`src/rtl/send_seq_pkg.sv`:
```
// Shared types and constants for the send_seq message streamer.
// SEND_SEQ_CRLF_EN appends a CR/LF tail to every pass of the message.
package send_seq_pkg;

    typedef enum logic [1:0] {
        ST_IDLE  = 2'd0,
        ST_SEND  = 2'd1,
        ST_DRAIN = 2'd2,
        ST_HOLD  = 2'd3
    } state_e;

    localparam logic [31:0] STATUS_ADDR_DEFAULT = 32'h3000_0004;
    localparam logic [7:0]  CHAR_CR             = 8'h0D;
    localparam logic [7:0]  CHAR_LF             = 8'h0A;

`ifdef SEND_SEQ_CRLF_EN
    localparam int TAIL_LEN = 2;
`else
    localparam int TAIL_LEN = 0;
`endif

    // Width needed to count 0..total characters inclusive.
    function automatic int idx_width(input int total);
        return $clog2(total + 1);
    endfunction

endpackage

```
`src/rtl/send_seq_rom.sv`:
```
// Combinational index -> character lookup over the packed message,
// including the CR/LF tail when SEND_SEQ_CRLF_EN is defined.
module send_seq_rom
    import send_seq_pkg::*;
#(
    parameter int                   MSG_LEN = 10,
    parameter logic [8*MSG_LEN-1:0] MSG     = 80'h32303233323131303133,
    parameter int                   IDX_W   = 4
) (
    input  logic [IDX_W-1:0] idx_i,
    output logic [7:0]       char_o
);

    localparam int TOTAL = MSG_LEN + TAIL_LEN;

    logic [7:0] tbl [TOTAL];

    // First character lives in the most significant byte of MSG.
    generate
        for (genvar gi = 0; gi < MSG_LEN; gi++) begin : g_msg
            assign tbl[gi] = MSG[8*(MSG_LEN-1-gi) +: 8];
        end
    endgenerate

`ifdef SEND_SEQ_CRLF_EN
    assign tbl[MSG_LEN]   = CHAR_CR;
    assign tbl[MSG_LEN+1] = CHAR_LF;
`endif

    always_comb begin
        char_o = '0;
        for (int k = 0; k < TOTAL; k++) begin
            if (idx_i == IDX_W'(k)) begin
                char_o = tbl[k];
            end
        end
    end

endmodule

```
`src/rtl/send_seq.sv`:
```
// Streams a constant message one character per observed UART-idle status poll.
// SEND_SEQ_CRLF_EN extends each pass with a CR/LF tail (see send_seq_rom).
module send_seq
    import send_seq_pkg::*;
#(
    parameter int                   MSG_LEN     = 10,
    parameter logic [8*MSG_LEN-1:0] MSG         = 80'h32303233323131303133,
    parameter int                   DATA_W      = 32,
    parameter logic [31:0]          STATUS_ADDR = STATUS_ADDR_DEFAULT,
    parameter int                   BUSY_BIT    = 0,
    parameter int                   REPEAT      = 1
) (
    input  logic                                          clk,
    input  logic                                          rst,
    input  logic                                          start_i,
    input  logic                                          mem_req_i,
    input  logic                                          mem_we_i,
    input  logic [31:0]                                   mem_addr_i,
    input  logic [31:0]                                   mem_rdata_i,
    output logic [DATA_W-1:0]                             data_o,
    output logic                                          valid_o,
    output logic                                          busy_o,
    output logic                                          done_o,
    output logic [$clog2(MSG_LEN+TAIL_LEN+1)-1:0]         idx_o
);

    localparam int TOTAL = MSG_LEN + TAIL_LEN;
    localparam int IDX_W = idx_width(TOTAL);
    localparam int REP_W = (REPEAT > 1) ? $clog2(REPEAT) : 1;

    localparam logic [IDX_W-1:0] LAST_IDX = IDX_W'(TOTAL - 1);
    localparam logic [REP_W-1:0] LAST_REP = REP_W'(REPEAT - 1);

    state_e             state_q, state_d;
    logic [IDX_W-1:0]   idx_q, idx_d;
    logic [REP_W-1:0]   rep_q, rep_d;
    logic [DATA_W-1:0]  data_q, data_d;
    logic               valid_q, valid_d;
    logic               done_q, done_d;
    logic               tx_rdy;
    logic               abort;
    logic [7:0]         rom_char;
    logic               rdata_unused;

    // Only the busy flag of the snooped read data matters.
    assign rdata_unused = ^mem_rdata_i;

    assign tx_rdy = mem_req_i & ~mem_we_i & (mem_addr_i == STATUS_ADDR)
                  & ~mem_rdata_i[BUSY_BIT];

    assign abort = ~start_i & ((state_q == ST_SEND) | (state_q == ST_DRAIN));

    send_seq_rom #(
        .MSG_LEN (MSG_LEN),
        .MSG     (MSG),
        .IDX_W   (IDX_W)
    ) u_rom (
        .idx_i  (idx_q),
        .char_o (rom_char)
    );

    always_comb begin
        state_d = state_q;
        idx_d   = idx_q;
        rep_d   = rep_q;
        data_d  = data_q;
        valid_d = 1'b0;
        done_d  = 1'b0;
        if (abort) begin
            // Abort wins over a coincident tx_rdy.
            state_d = ST_IDLE;
            idx_d   = '0;
            rep_d   = '0;
            data_d  = '0;
        end else begin
            case (state_q)
                ST_IDLE: begin
                    if (start_i) begin
                        state_d = ST_SEND;
                        idx_d   = '0;
                        rep_d   = '0;
                    end
                end
                ST_SEND: begin
                    if (tx_rdy) begin
                        data_d  = DATA_W'(rom_char);
                        valid_d = 1'b1;
                        idx_d   = idx_q + 1'b1;
                        if (idx_q == LAST_IDX) begin
                            state_d = ST_DRAIN;
                        end
                    end
                end
                ST_DRAIN: begin
                    // This poll only confirms the last character left the UART.
                    if (tx_rdy) begin
                        if (rep_q < LAST_REP) begin
                            rep_d   = rep_q + 1'b1;
                            idx_d   = '0;
                            state_d = ST_SEND;
                        end else begin
                            done_d  = 1'b1;
                            state_d = ST_HOLD;
                        end
                    end
                end
                ST_HOLD: begin
                    if (!start_i) begin
                        state_d = ST_IDLE;
                    end
                end
                default: state_d = ST_IDLE;
            endcase
        end
    end

    always_ff @(posedge clk or negedge rst) begin
        if (!rst) begin
            state_q <= ST_IDLE;
            idx_q   <= '0;
            rep_q   <= '0;
            data_q  <= '0;
            valid_q <= 1'b0;
            done_q  <= 1'b0;
        end else begin
            state_q <= state_d;
            idx_q   <= idx_d;
            rep_q   <= rep_d;
            data_q  <= data_d;
            valid_q <= valid_d;
            done_q  <= done_d;
        end
    end

    assign data_o  = data_q;
    assign valid_o = valid_q;
    assign done_o  = done_q;
    assign idx_o   = idx_q;
    assign busy_o  = (state_q == ST_SEND) | (state_q == ST_DRAIN);

endmodule

```
`config.mk`:
```
export PLATFORM = sky130hd
export DESIGN_NAME = send_seq
export DESIGN_NICKNAME = d
export VERILOG_FILES = /design/src/rtl/send_seq_pkg.sv /design/src/rtl/send_seq_rom.sv /design/src/rtl/send_seq.sv
export SDC_FILE = /design/constraint.sdc
export NUM_CORES = 1
export LEC_CHECK = 0
export BUFFER_PORTS_ARGS = -buffer_cell sky130_fd_sc_hd__clkbuf_2
export CORE_AREA = 2 2 62 53
export CTS_CLUSTER_SIZE = 14
export DETAILED_ROUTE_END_ITERATION = 10
export DIE_AREA = 0 0 64 55
export PLACE_DENSITY = 0.82
export SLEW_MARGIN = 20
export SYNTH_ARGS = -nofsm -noshare
export SYNTH_HDL_FRONTEND = slang
export SYNTH_SLANG_ARGS = --single-unit
```
`constraint.sdc`:
```
create_clock -name clk -period 2.43 [get_ports clk]
set_clock_uncertainty 0.05 [all_clocks]
set_input_delay 0.3645 -clock clk [delete_from_list [all_inputs] [get_ports clk]]
set_output_delay 0.3645 -clock clk [all_outputs]
set_load 0.005 [all_outputs]
```
# Yosys cells after proc, flatten, opt, wreduce, memory -nomap -nowiden
# Index checks and enable logic that the tools add are counted.
[totals]
reg_bits = 41
input_bits = 69
output_inout_bits = 39
wordCells = 85
[classes]
addsub = 2
order_cmp = 1
eq_ne = 19
muxes = 39
n_bitwise = 8
reduce_logical = 10
[op_table]
columns = ["operator", "count"]
rows = [
  ["$mux W32", 3],
  ["$mux W6", 10],
  ["$eq A32 B30 Y1 const B", 1],
  ["$mux W4", 5],
  ["$ne A3 B3 Y1 const B", 6],
  ["$eq A4 B3 Y1 const B", 4],
  ["$mux W2", 7],
  ["$pmux W4 S3", 1],
  ["$mux W1", 11],
  ["$reduce_and A5 Y1", 2],
  ["$eq A4 B2 Y1 const B", 2],
  ["$eq A4 B4 Y1 const B", 2],
  ["$pmux W2 S4", 1],
  ["$add A4 B1 Y4 const B", 1],
  ["$and A1 B1 Y1", 4],
  ["$eq A2 B2 Y1 const B", 2],
  ["$eq A4 B1 Y1 const B", 1],
  ["$logic_not A4 Y1", 1],
  ["$reduce_and A4 Y1", 1],
  ["$reduce_bool A2 Y1", 2],
  ["$reduce_bool A4 Y1", 1],
  ["$not A1 Y1", 3],
  ["$reduce_bool A3 Y1", 1],
  ["$eq A2 B1 Y1 const B", 1],
  ["6 further kinds", 6],
]

# Longest topological paths before layout
# Gate-level depths: netlist of the first run.
[depth]
depth_word = 14
ltp_mapped = 7
mapped_depth_nobuf = 7

# Cells and area by module
# From an unflattened synthesis of the first run, not the netlist that was laid out.
[unflattened]
cells_unflattened = 131
hier_area_um2 = 1267.5
[by_module_without_submodules]
columns = ["mod", "instances", "cells_each", "area_each_um2", "seq_area_each_um2"]
rows = [
  ["send_seq", 1, 115, 1151.1, 400.4],
  ["send_seq_rom", 1, 16, 116.4, 0.0],
]

# Worst setup path after synthesis of the first run
# No wires, ideal clock.
[synth_timing]
kind = "input-to-reg"
from = "input port mem_addr_i[7]"
to = "register idx_q[0] (netlist: idx_o[0])"
setup_time_ns = 0.125
arrival_ns = 1.623
required_ns = 2.255
path_slack_ns = 0.632
cell_stages = 6
path_buffers = 1
path_cell_list = "or4_1 nor2_1 and3_1 buf_6 o21ai_0 mux2_2"
[synth_between]
elab_chain_len = 5
word_cells_on_any_way = 6
cone_classes = "eq/ne (3); bitwise (2); reduce/logical (1)"
[synth_rtl]
columns = ["item", "line_no", "rtl"]
rows = [
  ["start: declaration", "send_seq.sv:18", "input logic [31:0] mem_addr_i,"],
  ["$eq A32 B30 Y1 *", "send_seq.sv:48", "assign tx_rdy = mem_req_i & ~mem_we_i & (mem_addr_i == STATUS_ADDR)"],
  ["$and A1 B1 Y1 *", "send_seq.sv:48", ""],
  ["$and A1 B1 Y1 *", "send_seq.sv:49", "& ~mem_rdata_i[BUSY_BIT];"],
  ["$ne A3 B3 Y1 (no line)", "n/a", ""],
  ["$reduce_and A5 Y1 (no line) *", "n/a", ""],
  ["end signal: assignment", "send_seq.sv:127", "idx_q <= idx_d;"],
  ["end: declaration", "send_seq.sv:35", "logic [IDX_W-1:0] idx_q, idx_d;"],
]
# Mark *: on every way between the ends. The rest lies on a longest branch, timed or not.
# A chain may end at the register's enable or synchronous reset.

# Worst setup path in the final report of the first run
[layout_timing]
from = "register state_q[0]"
to = "register state_q[0]"
[layout_between]
elab_chain_len = 5
word_cells_on_any_way = 14
cone_classes = "eq/ne (8); mux (2); bitwise (2); reduce/logical (2)"
[layout_rtl]
columns = ["item", "line_no", "rtl"]
rows = [
  ["start: declaration", "send_seq.sv:34", "state_e state_q, state_d;"],
  ["start signal: assignment", "send_seq.sv:126", "state_q <= state_d;"],
  ["$eq A2 B1 Y1 / $eq A2 B2 Y1 (equally long branches)", "send_seq.sv:51, send_seq.sv:76", ""],
  ["$or A1 B1 Y1", "send_seq.sv:51", "assign abort = ~start_i & ((state_q == ST_SEND) | (state_q == ST_DRAIN));"],
  ["$and A1 B1 Y1", "send_seq.sv:51", ""],
  ["$ne A3 B3 Y1 (no line)", "n/a", ""],
  ["$reduce_and A5 Y1 (no line)", "n/a", ""],
]
# Several ways; a longest one is shown, not always the timed one.

==> flow_metrics.py, run 1 <==
metrics = {
    "status": {
        "outcome": "finished clean",
    },
    "routing": {
        "drc": 0,
        "wire_per_inst_um": 9.69,
        "vias_per_cell": 4.53,
        "drtIter0Drc": 12,
        "drtPass1Iterations": 4,
        "drt-met1-wl_um": 873,
        "postRouteAntennaNets": 0,
        "wl_um": 2020,
        "top_layer": "met4",
        "vias": 943,
        "dr_wl_met3_um": 206,
        "met2_length_um": 915,
    },
    "logic_synthesis": {
        "netlist_instances": 119,
        "netlist_area_um2": 1050,
        "syn_area_per_cell_um2": 8.85,
        "synth_cell_type_count": 38,
        "ys_ff_latch": 11,
        "yosysWarningCount": 0,
        "yosysSeqAreaShare_pct": 26.1,
    },
    "layout": {
        "drive_gt1_share_pct": 34.5,
        "num-fill-cells": 301,
        "regArea_um2": 275,
        "fin_nets": 246,
        "multiInputGateArea_um2": 628,
        "areaGrowthSynthToFinish_pct": 18.5,
        "diodes": 0,
        "final_area_um2": 1250,
        "layout.cells.most_common_list": "48 x clkbuf_2, 28 x conb_1, 11 x dfrtp_1",
        "layout_commonest_cell": "clkbuf_2",
    },
    "power": {
        "clockPowerShare_pct": 17.7,
        "internal_power_uw": 412,
        "power_frac_comb_pct": 52.1,
        "p_sw_share_pct": 41.0,
        "p_per_area_nw_per_um2": 560,
        "seqPwrFrac_pct": 30.3,
        "p_leak_nw": 0.683,
        "p_switching_uw": 286,
        "ir_drop_mv": 0.212,
        "total_power_uw": 699,
    },
    "critical_path": {
        "rrSetupSlack_ns": 0.46,
        "critPathLaunchType": "register",
        "slowest_delay_ns": 0.38,
        "cpMaxStageDelayCell": "dfrtp_1",
        "reg2regPathDepth": 6,
        "path_depth": 6,
        "arrival_ns": 2.10,
        "worstPathMaxFanout": 8,
        "cp.required_ns": 2.57,
        "worstReg2RegEnd": "state_q[0]",
        "crit_type": "register to register",
        "crit_buf_inv": 1,
        "worst_setup_path_end_kind": "register",
        "cp_top_family": "compound AO/OA/AOI/OAI gates",
        "path_cells": "inv_1 -> ha_1 -> nand2b_1 -> o21ai_0 -> o22ai_1 -> mux2i_1",
        "r2r-start": "state_q[0]",
    },
    "timing": {
        "setup_viol": 0,
        "rsz0062_at_grt": "false",
        "period_share_pct": 80.9,
        "finalHoldViolCount": 0,
        "fin_crit_ns": 1.97,
        "fin_ws_ns": 0.465,
        "totalNegativeSetupSlack_ns": 0,
        "slew_viol_final": 0,
        "max_freq_mhz": 509,
        "whs_ns": 0.357,
    },
    "global_route": {
        "track_usage_pct": 11.7,
        "grt_overflow": 0,
        "grt_pass1_wl_um": 3280,
        "grt_pass1_vias": 807,
        "grt_start_max_net_pins": 12,
        "antenna_found_initial": 0,
    },
    "clocking": {
        "cts_root_buffer": "clkbuf_4",
        "clock_path_buffers": 2,
        "htree_levels": 1,
        "cts_buffers": 3,
        "cts_resized": 0,
        "cts_tree": "built",
        "cts.clk_slew.worst_paths_ns": 0.06,
        "numClockSinks": 11,
        "worst_skew_pair.late_latency_ns": 0.27,
    },
    "floorplanning": {
        "start_util_pct": 36.3,
        "die_area_um2": 3520,
        "ioPinCount": 108,
        "rows": 18,
        "die_h_um": 55,
        "coreArea_um2": 2910,
        "dieWidth_um": 64,
    },
    "placed_design": {
        "pre_cts_slack_ns": 0.356,
        "io_buffers": 48,
        "gp_congestion": 0.807,
        "dp_hpwl_um": 1730,
        "place_area_um2": 1210,
    },
    "hold_path": {
        "hold_depth": 3,
        "min_path_type": "primary input to register",
        "hp-start": "start_i",
        "hold_path_end": "state_q[1]",
    },
    "run": {
        "cap_violations": 0,
    },
}
cells by family after synthesis:
logic type               Yosys count  share of synthesized area (%)
adder cells (fa/ha/maj)            8                           9.50
flip-flops                        11                           26.1
multiplexers                       5                           4.87
other                              1                          0.356
AO/OA/AOI/OAI                     21                           13.2
AND/OR/NAND/NOR                   37                           22.1
buffers and inverters             36                           23.9
synthesized netlist by cell type (all sizes together):
library cell  count  area share [%]
and3              4             2.5
nor2              6             2.1
nor2b             2             1.2
nor4bb            1            0.95
nor3              2            0.95
nor3b             2             2.5
conb              1            0.36
buf              30              22
a22o              2             1.8
mux2              1             1.1
nor4              3             1.8
clkbuf            1            0.36
o41ai             1            0.83
o21a              1            0.71
o211ai            1            0.71
inv               5             1.8
nor4b             2             1.7
ha                8             9.5
o21ai             7             3.3
a32oi             1            0.83
a221oi            2             1.7
mux2i             4             3.8
nand2b            1            0.59
a31o              1            0.83
or4               2             1.8
nand3b            1            0.71
a21oi             4             1.9
and4              2             1.8
dfrtp            11              26
o22ai             1            0.59
nand3             3             1.4
nand2             6             2.1
metrics by stage:
step | util, % | std cells
floorplan | - | 146
global placement | 41.7 | 203
detailed placement | 41.7 | 203
CTS | 43.0 | 208
global route | 43.0 | 208
finish | 43.0 | 208
what timing repair did:
item | 4_1_cts | 5_1_grt
hold buffers | 1 | 0
endpoints found under the hold margin | 11 | 0
buffers inserted | 0 | 0
power by group through the flow:
stage	clock network (mW)	logic, mW	registers, mW
3_5_place_dp	0	0.364	0.215
3_3_place_gp	0	0.355	0.214
5_1_grt	0.140	0.423	0.213
6_report	0.123	0.364	0.212
2_1_floorplan	0	0.295	0.212
4_1_cts	0.128	0.367	0.211
sequential cells by signal, indices dropped and copies added (netlist names):
register	cells
data_o	3
done_o	1
idx_o	4
state_q	2
valid_o	1
per-layer routing:
layer  vias to the layer above  global-route usage [%]
li1                        466                       -
met1                       411                    13.4
met2                        64                    23.1
met3                         2                   0.810
met4                         0                    5.43
met5                         -                       0
tightest hold or removal path, cell delays in order:
cell and delay [ns]:
clkbuf_2 0.14, nand2_1 0.07, mux2i_1 0.06
worst max-delay path by stage:
| stage | slack, ns | from | end |
|---|---|---|---|
| global placement | 0.36 | mem_addr_i[7] | idx_o[0] |
| CTS | 0.45 | state_q[0] | state_q[0] |
| floorplan | 0.63 | mem_addr_i[7] | idx_o[0] |
| finish | 0.46 | state_q[0] | state_q[0] |
| detailed placement | 0.36 | mem_addr_i[7] | idx_o[0] |
| global route | 0.23 | state_q[0] | state_q[0] |
layout make-up:
class,instances,area share [%]
repair buffers,49,20.0
well taps,40,4.01
clock buffers,4,2.10
multi-input cells,99,50.3
inverters,5,1.50
flip-flops and latches,11,22.0
Note: power is estimated with default switching activity, not from simulation.
==> run 2: changes to the inputs <==
--- a/config.mk
+++ b/config.mk
@@ -6,11 +6,11 @@
 export NUM_CORES = 1
 export LEC_CHECK = 0
 export BUFFER_PORTS_ARGS = -buffer_cell sky130_fd_sc_hd__clkbuf_2
-export CORE_AREA = 2 2 62 53
+export CORE_AREA = 2 2 65 55
 export CTS_CLUSTER_SIZE = 14
 export DETAILED_ROUTE_END_ITERATION = 10
-export DIE_AREA = 0 0 64 55
-export PLACE_DENSITY = 0.82
+export DIE_AREA = 0 0 67 57
+export PLACE_DENSITY = 0.76
 export SLEW_MARGIN = 20
 export SYNTH_ARGS = -nofsm -noshare
 export SYNTH_HDL_FRONTEND = slang
==> constraint.sdc (replaced) <==
create_clock -name clk -period 2 [get_ports clk]
set_clock_uncertainty 0.05 [all_clocks]
set_input_delay 0.3 -clock clk [delete_from_list [all_inputs] [get_ports clk]]
set_output_delay 0.3 -clock clk [all_outputs]
set_load 0.005 [all_outputs]
==> flow_metrics.py, run 2 (synthesis results as in run 1) <==
metrics = {
    "status": {
        "outcome": "finished clean",
    },
    "layout": {
        "drive_gt1_share_pct": 35.9,
        "fin_nets": 248,
        "instances_no_fill": 212,
        "final_area_um2": 1290,
        "areaGrowthSynthToFinish_pct": 22.6,
        "largest_reg_flops": 4,
        "layout.cells.most_common_list": "48 x clkbuf_2, 28 x conb_1, 11 x dfrtp_1",
        "utilization_pct": 39.9,
        "layout_commonest_cell": "clkbuf_2",
        "diodes": 0,
    },
    "critical_path": {
        "critPathLaunchType": "register",
        "crit_buf_inv": 1,
        "cpMaxStageDelayCell": "dfrtp_1",
        "cp_common_cell": "a21oi_1",
        "worst_setup_path_end_kind": "register",
        "arrival_ns": 1.90,
        "cp.required_ns": 2.08,
        "crit_type": "register to register",
        "cp_top_family": "compound AO/OA/AOI/OAI gates",
        "worstPathMaxFanout": 6,
        "slowest_delay_ns": 0.37,
        "path_cells": "inv_1 -> ha_1 -> a21oi_1 -> a21oi_1 -> o21ai_0 -> mux2_2",
    },
    "clocking": {
        "cts_setup_buffers": 0,
        "cts.clk_slew.worst_paths_ns": 0.05,
        "cts_root_buffer": "clkbuf_8",
        "clock_path_buffers": 2,
        "cts_buffers": 3,
        "htree_levels": 1,
        "cts_tree": "built",
        "numClockSinks": 11,
        "worst_skew_pair.late_latency_ns": 0.24,
    },
    "run": {
        "cap_violations": 0,
    },
    "timing": {
        "setup_viol": 0,
        "fin_ws_ns": 0.181,
        "finalHoldViolCount": 0,
        "fin_crit_ns": 1.82,
        "max_freq_mhz": 550,
        "rsz0062_at_grt": "false",
        "period_share_pct": 91.0,
        "totalNegativeSetupSlack_ns": 0,
        "slew_viol_final": 0,
    },
    "global_route": {
        "grt_start_max_net_pins": 12,
        "grt_overflow": 0,
        "grt_pass1_vias": 816,
        "grt_pass1_wl_um": 3480,
        "track_usage_pct": 12.1,
        "antenna_found_initial": 0,
    },
    "power": {
        "ir_drop_mv": 0.274,
        "p_sw_share_pct": 39.1,
        "internal_power_uw": 585,
        "clockPowerShare_pct": 23.7,
        "power_frac_comb_pct": 49.6,
        "seqPwrFrac_pct": 26.7,
        "p_per_area_nw_per_um2": 745,
        "p_switching_uw": 376,
        "p_leak_nw": 0.705,
    },
    "routing": {
        "drc": 0,
        "postRouteAntennaNets": 0,
        "drtIter0Drc": 41,
        "vias_per_cell": 4.52,
        "wire_per_inst_um": 10.0,
        "vias": 959,
        "wl_um": 2120,
        "drtPass1Iterations": 4,
    },
    "placed_design": {
        "io_buffers": 48,
        "pre_cts_slack_ns": 0.137,
        "dp_hpwl_um": 1800,
        "place_area_um2": 1230,
        "placed_cells": 207,
        "gp_congestion": 0.802,
    },
    "floorplanning": {
        "ioPinCount": 108,
        "die_area_um2": 3820,
        "start_util_pct": 32.6,
        "coreArea_um2": 3230,
        "dieWidth_um": 67,
        "rows": 19,
        "die_h_um": 57,
    },
    "hold_path": {
        "min_path_type": "primary input to register",
    },
}
==> run 2: through the flow <==
step / hold WS, ns / total power [mW]
3_3_place_gp: 0.144 / 0.708
6_report: 0.318 / 0.962
3_5_place_dp: 0.143 / 0.722
4_1_cts: 0.320 / 0.955
5_1_grt: 0.348 / 1.05
2_1_floorplan: -0.0456 / 0.616
==> run 2: cell type report <==
cell class | count | area, um^2
timing repair buffer | 51 | 265
fill | 343 | 1940
clock buffer | 4 | 45.0
multi-input combinational | 99 | 634
tap | 42 | 52.6
sequential | 11 | 275
inverter | 5 | 18.8
==> run 2: final timing paths <==
kind | cells past startpoint | startpoint | slack (ns) | endpoint
worst max-delay path | 6 | state_q[0] | 0.18 | idx_o[0]
max in group asynchronous | 2 | rst | 1.27 | data_o[4]
worst min register to register | 2 | data_o[0] | 0.49 | data_o[0]
worst max register to register | 6 | state_q[0] | 0.18 | idx_o[0]
min in group asynchronous | 2 | rst | 0.41 | state_q[1]
worst min-delay path | 3 | start_i | 0.32 | state_q[1]
==> run 2: worst register-to-register path: cells and delay by family (launching register included) <==
kind	cells	cell delay [ns]
compound gates	3	0.53
fa+ha+maj	1	0.37
buf+inv	1	0.09
flops	1	0.37
mux	1	0.30
==> run 2: power by group through the flow <==
stage               sequential (mW)  clock, mW  combinational (mW)
floorplan                     0.258          0               0.358
global placement              0.260          0               0.448
detailed placement            0.261          0               0.461
CTS                           0.257      0.235               0.463
global route                  0.259      0.246               0.543
finish                        0.257      0.228               0.477
==> run 2: repair_timing <==
action / in CTS / in global routing
hold buffers: 1 / 0
endpoints found under the setup margin: 0 / 2
endpoints found under the hold margin: 11 / 0
gates resized for setup: 0 / 2
==> run 2: per-layer routing <==
layer	global-route usage (%)	vias up	routed length (um)
met3	2.76	5	232
met4	7.00	0	38
li1	-	469	-
met5	0	-	0
met2	18.4	59	937
met1	15.5	426	912
==> run 3: changes to the inputs <==
--- a/config.mk
+++ b/config.mk
@@ -5,12 +5,12 @@
 export SDC_FILE = /design/constraint.sdc
 export NUM_CORES = 1
 export LEC_CHECK = 0
-export BUFFER_PORTS_ARGS = -buffer_cell sky130_fd_sc_hd__clkbuf_2
-export CORE_AREA = 2 2 65 55
+export CORE_AREA = 2 2 55 47
 export CTS_CLUSTER_SIZE = 14
 export DETAILED_ROUTE_END_ITERATION = 10
-export DIE_AREA = 0 0 67 57
-export PLACE_DENSITY = 0.76
+export DIE_AREA = 0 0 57 49
+export DONT_BUFFER_PORTS = 1
+export PLACE_DENSITY_LB_ADDON = 0.3
 export SLEW_MARGIN = 20
 export SYNTH_ARGS = -nofsm -noshare
 export SYNTH_HDL_FRONTEND = slang
==> flow_metrics.py, run 3 (synthesis results as in run 1) <==
metrics = {
    "status": {
        "outcome": "finished clean",
    },
    "floorplanning": {
        "start_util_pct": 46.2,
        "rows": 16,
        "die_h_um": 49,
        "dieWidth_um": 57,
        "die_area_um2": 2790,
        "coreArea_um2": 2280,
        "ioPinCount": 108,
    },
    "global_route": {
        "grt_pass1_vias": 738,
        "grt_start_max_net_pins": 12,
        "grt_pass1_wl_um": 3140,
        "track_usage_pct": 14.7,
        "grt_overflow": 0,
        "antenna_found_initial": 0,
    },
    "timing": {
        "fin_crit_ns": 1.84,
        "setup_viol": 0,
        "finalHoldViolCount": 0,
        "worst_slew_pin_slew_ns": 0.518,
        "rsz0062_at_grt": "false",
        "relSlewSlack_pct": 65.1,
        "period_share_pct": 92.1,
        "totalNegativeSetupSlack_ns": 0,
        "max_freq_mhz": 543,
        "slew_viol_final": 0,
    },
    "routing": {
        "wl_um": 2080,
        "drtIter0Drc": 15,
        "vias": 802,
        "wire_per_inst_um": 14.0,
        "vias_per_cell": 5.38,
        "postRouteAntennaNets": 0,
        "drtPass1Iterations": 4,
        "drc": 0,
    },
    "power": {
        "ir_drop_mv": 0.473,
        "internal_power_uw": 488,
        "p_switching_uw": 358,
        "p_per_area_nw_per_um2": 834,
        "seqPwrFrac_pct": 30.3,
        "p_leak_nw": 0.492,
        "clockPowerShare_pct": 18.8,
        "p_sw_share_pct": 42.3,
        "power_frac_comb_pct": 50.9,
    },
    "placed_design": {
        "dp_hpwl_um": 1740,
        "io_buffers": 0,
        "gp_congestion": 0.769,
    },
    "layout": {
        "diodes": 0,
        "layout_commonest_cell": "conb_1",
        "fin_nets": 200,
        "drive_gt1_share_pct": 10.7,
        "num-fill-cells": 240,
        "layout.cells.most_common_list": "28 x conb_1, 11 x dfrtp_1, 8 x ha_1",
        "largest_reg_flops": 4,
        "areaGrowthSynthToFinish_pct": -3.80,
        "utilization_pct": 44.4,
    },
    "clocking": {
        "clock_path_buffers": 2,
        "htree_levels": 1,
        "numClockSinks": 11,
        "cts_tree": "built",
        "cts.clk_slew.worst_paths_ns": 0.07,
        "cts_setup_buffers": 0,
        "worst_skew_pair.late_latency_ns": 0.28,
        "cts_root_buffer": "clkbuf_4",
        "cts_buffers": 3,
    },
    "critical_path": {
        "arrival_ns": 1.99,
        "worst_setup_path_end_kind": "register",
        "cp.required_ns": 2.14,
        "worstPathMaxFanout": 6,
        "crit_type": "register to register",
        "critPathLaunchType": "register",
    },
    "run": {
        "cap_violations": 0,
    },
    "hold_path": {
        "min_path_type": "primary input to register",
    },
}
run 3: path summary, 6_finish.rpt:
check,start,end,slack (ns),cells after the start
setup / recovery,state_q[0],state_q[1],0.16,6
hold / removal,start_i,state_q[1],0.12,2
setup reg to reg,state_q[0],state_q[1],0.16,6
hold reg to reg,data_o[0],data_o[0],0.52,2
max in group asynchronous,rst,state_q[1],1.19,1
min in group asynchronous,rst,data_o[4],0.37,1
run 3: worst max-delay path: stages, from the launching register on:
cell      delay, ns
dfrtp_1        0.38
inv_1          0.08
ha_1           0.38
nand2b_1       0.16
o21ai_0        0.22
o22ai_2        0.26
mux2i_1        0.23
run 3: cell type report:
class / count / area, um^2 / area share [%]
repair buffers: 3 / 25.0 / 2.47
flip-flops and latches: 11 / 275 / 27.2
inverters: 5 / 18.8 / 1.85
well taps: 27 / 33.8 / 3.33
multi-input cells: 99 / 634 / 62.6
clock buffers: 4 / 26.3 / 2.59
run 3: power groups by stage:
| stage | registers (mW) | clock network (mW) | logic [mW] |
|---|---|---|---|
| floorplan | 0.258 | 0 | 0.358 |
| global placement | 0.259 | 0 | 0.389 |
| detailed placement | 0.262 | 0 | 0.404 |
| CTS | 0.257 | 0.162 | 0.411 |
| global route | 0.259 | 0.171 | 0.481 |
| finish | 0.257 | 0.159 | 0.430 |
run 3: layer usage:
metal	global-route usage (%)	part of all wire (%)
met1	15.0	36
met2	27.6	53
met3	2.65	8.5
met4	8.14	2.2
met5	0	0
run 3: through the flow:
| step | instance area, um^2 | power [mW] | hold WS [ns] | worst slack, ns | std cells |
|---|---|---|---|---|---|
| 4_1_cts | 1010 | 0.830 | 0.123 | 0.111 | 149 |
| 3_3_place_gp | 971 | 0.648 | -0.0453 | 0.181 | 144 |
| 5_1_grt | 1010 | 0.911 | 0.147 | 0.0169 | 149 |
| 2_1_floorplan | 1150 | 0.616 | -0.0456 | 0.267 | 146 |
| 6_report | 1010 | 0.845 | 0.121 | 0.157 | 149 |
| 3_5_place_dp | 971 | 0.666 | -0.0454 | 0.133 | 144 |
run 3: timing repair:
item                                    4_1_cts  5_1_grt
hold endpoints to repair                     11        0
gates resized for setup                       0        2
hold buffers                                  1        0
endpoints found under the setup margin        0        2
